File: src/rtl/inst_fetch.sv
// inst_fetch: MIPS instruction-fetch stage in front of a combinational
// instruction memory. Owns the PC, captures the returned word into an IF/ID
// register and hands it to decode. Handles redirects, decode back-pressure
// and address faults (misaligned redirect target, fetch past end of memory).
//
// Optional feature macro: INST_FETCH_DELAY_SLOT_EN
//   defined     -> MIPS delay-slot semantics: the word at the current pc is
//                  still delivered when a redirect is accepted.
//   not defined -> the word at the current pc is squashed on a redirect
//                  (one bubble per taken redirect).
//
// Handshake toward decode (id_*): the IF/ID register presents an instruction
// while id_valid=1; it is consumed on a rising edge where id_valid=1 and
// id_ready=1. While id_valid=1 and id_ready=0, id_instr/id_pc/id_pc4 are held
// stable. id_valid never depends combinationally on id_ready.
//
// Redirect handshake: redirect_valid/redirect_target are sampled only on an
// edge where the IF/ID register is free to advance; otherwise the request is
// ignored and the source must keep holding it.
//
// dbg_state exposes the FSM state (0 = RUN, 1 = HALT).
module inst_fetch #(
    parameter logic [31:0] RESET_PC   = 32'h0000_0000,
    parameter int unsigned IMEM_BYTES = 512
) (
    input  logic        clk,
    input  logic        reset_n,
    output logic [31:0] imem_addr,
    input  logic [31:0] imem_data,
    input  logic        redirect_valid,
    input  logic [31:0] redirect_target,
    output logic        id_valid,
    input  logic        id_ready,
    output logic [31:0] id_instr,
    output logic [31:0] id_pc,
    output logic [31:0] id_pc4,
    output logic        fault,
    output logic [31:0] fault_pc,
    output logic        dbg_state
);

    typedef enum logic {
        ST_RUN  = 1'b0,
        ST_HALT = 1'b1
    } state_t;

    // Highest byte address at which a full word can still be fetched.
    localparam logic [31:0] LAST_PC = 32'(IMEM_BYTES - 4);

`ifdef INST_FETCH_DELAY_SLOT_EN
    localparam bit DELAY_SLOT = 1'b1;
`else
    localparam bit DELAY_SLOT = 1'b0;
`endif

    state_t      r_state;
    logic [31:0] r_pc;
    logic        r_id_valid;
    logic [31:0] r_id_instr;
    logic [31:0] r_id_pc;
    logic [31:0] r_id_pc4;
    logic        r_fault;
    logic [31:0] r_fault_pc;

    logic        w_advance;
    logic        w_out_of_range;
    logic        w_target_misaligned;
    logic [31:0] w_pc_plus4;

    // IF/ID register is empty or being drained this cycle, so it may load.
    assign w_advance           = !r_id_valid || id_ready;
    // Compared before pc+4 is ever used, so a wrap past 2^32 never escapes.
    assign w_out_of_range      = r_pc > LAST_PC;
    assign w_target_misaligned = redirect_target[1:0] != 2'b00;
    assign w_pc_plus4          = r_pc + 32'd4;

    assign imem_addr = r_pc;
    assign id_valid  = r_id_valid;
    assign id_instr  = r_id_instr;
    assign id_pc     = r_id_pc;
    assign id_pc4    = r_id_pc4;
    assign fault     = r_fault;
    assign fault_pc  = r_fault_pc;
    assign dbg_state = (r_state == ST_HALT);

    // Fetch FSM: PC sequencing, IF/ID capture, redirect and fault handling.
    always_ff @(posedge clk) begin
        if (!reset_n) begin
            r_state    <= ST_RUN;
            r_pc       <= RESET_PC;
            r_id_valid <= 1'b0;
            r_id_instr <= 32'd0;
            r_id_pc    <= 32'd0;
            r_id_pc4   <= 32'd0;
            r_fault    <= 1'b0;
            r_fault_pc <= 32'd0;
        end else begin
            case (r_state)
                ST_RUN: begin
                    if (w_advance) begin
                        if (w_out_of_range) begin
                            // Fetch address past the end of memory: stop here.
                            r_fault    <= 1'b1;
                            r_fault_pc <= r_pc;
                            r_id_valid <= 1'b0;
                            r_state    <= ST_HALT;
                        end else if (redirect_valid) begin
                            // Word at the current pc is the delay slot.
                            if (DELAY_SLOT) begin
                                r_id_instr <= imem_data;
                                r_id_pc    <= r_pc;
                                r_id_pc4   <= w_pc_plus4;
                                r_id_valid <= 1'b1;
                            end else begin
                                r_id_valid <= 1'b0;
                            end
                            if (w_target_misaligned) begin
                                r_fault    <= 1'b1;
                                r_fault_pc <= redirect_target;
                                r_state    <= ST_HALT;
                            end else begin
                                r_pc <= redirect_target;
                            end
                        end else begin
                            r_id_instr <= imem_data;
                            r_id_pc    <= r_pc;
                            r_id_pc4   <= w_pc_plus4;
                            r_id_valid <= 1'b1;
                            r_pc       <= w_pc_plus4;
                        end
                    end
                end
                ST_HALT: begin
                    // Only a delivered delay-slot word can still be pending.
                    if (r_id_valid && id_ready) begin
                        r_id_valid <= 1'b0;
                    end
                end
                default: begin
                    r_state <= ST_HALT;
                end
            endcase
        end
    end

endmodule

File: config.mk
export PLATFORM = sky130hd
export DESIGN_NAME = inst_fetch
export DESIGN_NICKNAME = d
export VERILOG_FILES = /design/src/rtl/inst_fetch.sv
export SDC_FILE = /design/constraint.sdc
export NUM_CORES = 1
export LEC_CHECK = 0
export ABC_AREA = 1
export CAP_MARGIN = 10
export CORE_MARGIN = 4
export CORE_UTILIZATION = 42
export CTS_CLUSTER_SIZE = 30
export DETAILED_ROUTE_END_ITERATION = 8
export PLACE_DENSITY = 0.81
export SLEW_MARGIN = 30
export SYNTH_ARGS = -nofsm -noshare
export SYNTH_HDL_FRONTEND = slang
export SYNTH_SLANG_ARGS = --single-unit
File: constraint.sdc
create_clock -name clk -period 1.86 [get_ports clk]
set_clock_uncertainty 0.15 [all_clocks]
set_input_delay 0.372 -clock clk [delete_from_list [all_inputs] [get_ports clk]]
set_output_delay 0.372 -clock clk [all_outputs]
set_load 0.02 [all_outputs]
==> impl_results.md <==
- R2r startpoint: imem_addr[2]
- Worst-path fanout max: 15
- Comb power frac: 0.525
- Top cell type's share of synthesized area: 0.453
- # nets final: 1464
- Routed wire length: 23800 um
- Cts-stage hold buffer count: 0
- Ratio of cells with drive above 1 in the final layout: 0.173
- Crit path capture: id_pc[1]
- Seq/Total Area, Yosys: 0.453
- Part of the cycle the worst path needs: 1.04
- Worst Hold Launch: reset_n
- DR iter-0 viols: 655
- Crit path capture type: flip-flop
- Flops & latches, synth: 161
- DR WL/cell: 14.7 um
- CP Data Required Time: 2.03 ns
- Power, Total: 17.1 mW
- Worst Hold Class: in -> reg
- Ports: 231
- Port bufs: 230
- Vias in the first global route: 7275
- Gr usage total: 0.228
- Static Leak: 5.77 nW
- DPL Wire Length: 15700 um
- FF-to-FF End: id_pc[1]
- Routed Antenna Nets: 0
- Row cnt: 47
- First-pass GRT wire length: 35900 um
- Routed via count: 7646
- Clock Latency Late Sink: 0.42 ns
- Post-synthesis to final-layout area growth: 58.2%
- H-tree levels: 4
- Flop2flop setup slack: -0.07 ns
- Largest net degree at the start of global routing: 51
- Die Wd: 138 um
- Final hold vios: 0
- Status: complete, but fails checks
- Ys Warns: 0
- RSZ-0062 raised after global routing: true
- Relative slew slack: 0.740
- Starting Density: 0.429
- Die H: 138 um
- Synth top area cells: dfxtp_1 (45%), nand2_1 (20%), nor2_1 (14%), inv_1 (7.3%), a21oi_1 (2.8%)
- PnR worst setup slack: -0.0698 ns
- Pre-antenna DRT Iters: 6
- PwrDens: 1520 nW/um^2
- DRC viols: 0
- Reg power frac: 0.277
- Clk root buf: clkbuf_16
- Switching power: 7.18 mW
- Cell area after synthesis: 7110 um^2
- Reg2Reg Depth: 11
- Max IR drop VDD: 0.864 mV
- Max cap viols: 0
- TritonCTS sink count: 161
- Clk pwr share: 0.198
- Inserted Diodes: 0
- CTS Buf Count: 17
- Net switching fraction of the power: 0.419
- Post-layout min period: 1.93 ns
- Finished Cell Area: 11300 um^2
- Setup TNS: -2.80 ns
- Gr ovfl total: 0
- Internal power: 9.94 mW
- Post-synth top area cell: dfxtp_1
- Initial antenna violation count: 0
- Post-DP Area: 9990 um^2
- Post-Syn Nets: 1186
- Die area: 19100 um^2
- Clk slew on worst S/H paths: 0.06 ns
- Crit path DAT: 2.10 ns
- Synth unique cells: 23
- Average size of a mapped cell: 6.37 um^2
- Crit path launch: imem_addr[2]
- Core Footprint: 16600 um^2
- Routability cong.: 0.856
- Routed vias/inst: 4.70
- Failing checks: negative setup slack
- Worst setup SP type: flip-flop
- CTS tree: yes
- Tightest Pin Transition: 0.390 ns
- Achievable frequency: 0.518 GHz
- Longest Clk Path Bufs: 2
- Setup CP Type: reg -> reg
- Final-report max-slew violation count: 0
- Final Setup Violations: 84
- Mapped Cells: 1117
==> final cells by class <==
cell class	count	area [um^2]
fillers	1450	5330
multi-input cells	761	3600
flip-flops and latches	161	3240
repair buffers	315	3050
inverters	139	531
clock buffers	21	450
well taps	220	275
clock inverters	9	111
==> synth_stat cells <==
master	count
inv_1	138
o22ai_1	1
inv_2	1
nor3_1	1
buf_6	3
nor2_2	2
buf_2	20
nand2_2	3
xor2_1	4
a21oi_1	40
nand3_2	1
buf_1	2
dfxtp_1	161
nand2_1	381
ha_1	1
nor2_4	3
clkbuf_1	23
nor2_1	258
o21ai_0	34
nand3b_1	1
nand3_1	23
nand4_1	6
buf_4	10
==> worst max-delay path, cell delays in order (launching register included) <==
cell and delay [ns]:
dfxtp_2 0.32, ha_1 0.21, nand2_2 0.09, inv_2 0.06
nand2_4 0.07, nor2_4 0.04, nor2_4 0.19, buf_6 0.15
nand3_4 0.15, buf_8 0.20, nor2_1 0.12, nor2_2 0.06
==> state kept, by name, indices dropped and copies added (netlist names) <==
| name | count |
|---|---|
| dbg_state | 1 |
| fault | 1 |
| id_pc | 32 |
| id_pc4 | 30 |
| fault_pc | 32 |
| id_valid | 1 |
| imem_addr | 32 |
| id_instr | 32 |
==> routing by layer <==
| metal | track usage | vias up | part of all wire |
|---|---|---|---|
| met5 | 0 | - | 0 |
| met1 | 0.269 | 3465 | 0.40 |
| met3 | 0.0839 | 42 | 0.088 |
| met2 | 0.381 | 268 | 0.49 |
| met4 | 0.0848 | 0 | 0.027 |
| li1 | - | 3871 | - |
==> cells in the final DEF, fill, tap and decap left out, types with 30 or more instances in the layout <==
| master | synthesis | routed |
|---|---|---|
| nand2_4 | 0 | 30 |
| clkdlybuf4s50_1 | 0 | 66 |
| nor2_2 | 2 | 30 |
| nand2_1 | 381 | 326 |
| buf_4 | 10 | 55 |
| inv_1 | 138 | 134 |
| dfxtp_1 | 161 | 152 |
| a21oi_1 | 40 | 33 |
| dlygate4sd2_1 | 0 | 161 |
| nor2_1 | 258 | 222 |
==> power by group through the flow <==
stage | Clock (mW) | Combinational [mW] | Sequential [mW]
global placement | 0 | 7.72 | 4.79
finish | 3.39 | 8.98 | 4.75
floorplan | 0 | 3.56 | 5.90
detailed placement | 0 | 7.86 | 4.83
global route | 3.60 | 9.85 | 4.85
CTS | 3.44 | 7.80 | 4.74
==> worst min path at each step <==
stage,endpoint,slack (ns),depth (start not counted)
finish,fault_pc[30],0.13,3
global route,fault_pc[26],0.13,3
CTS,fault_pc[30],0.12,3
detailed placement,id_pc[10],0.28,2
global placement,id_pc[18],0.27,2
floorplan,id_pc[1],0.35,2
==> cell families (layout without fill, tap and decap cells) <==
| family | after synthesis | count (layout) | synth area share |
|---|---|---|---|
| adders and majority gates | 1 | 1 | 0.00176 |
| xor gates and xnor gates | 4 | 4 | 0.00493 |
| AOI/OAI and AO/OA | 75 | 75 | 0.0530 |
| DFF | 161 | 161 | 0.453 |
| and+or+nand+nor | 679 | 681 | 0.371 |
| buffers and inverters | 197 | 484 | 0.116 |
==> repair_timing <==
action / 4_1_cts / 5_1_grt
resized for setup: 188 / 166
endpoints found under the setup margin: 297 / 160
buffers inserted: 4 / 5
pin swaps: 10 / 27
cloned: 3 / 10
==> stage by stage <==
stage,setup WS [ns],util,instances,hold slack [ns]
6_report,-0.0698,0.679,1626,0.133
5_1_grt,-0.163,0.679,1626,0.132
4_1_cts,-0.0384,0.633,1612,0.118
3_5_place_dp,-0.166,0.603,1575,0.278
3_3_place_gp,-0.118,0.603,1575,0.274
2_1_floorplan,0.00169,-,1117,0.353
Note: power is estimated with default switching activity, not from simulation.
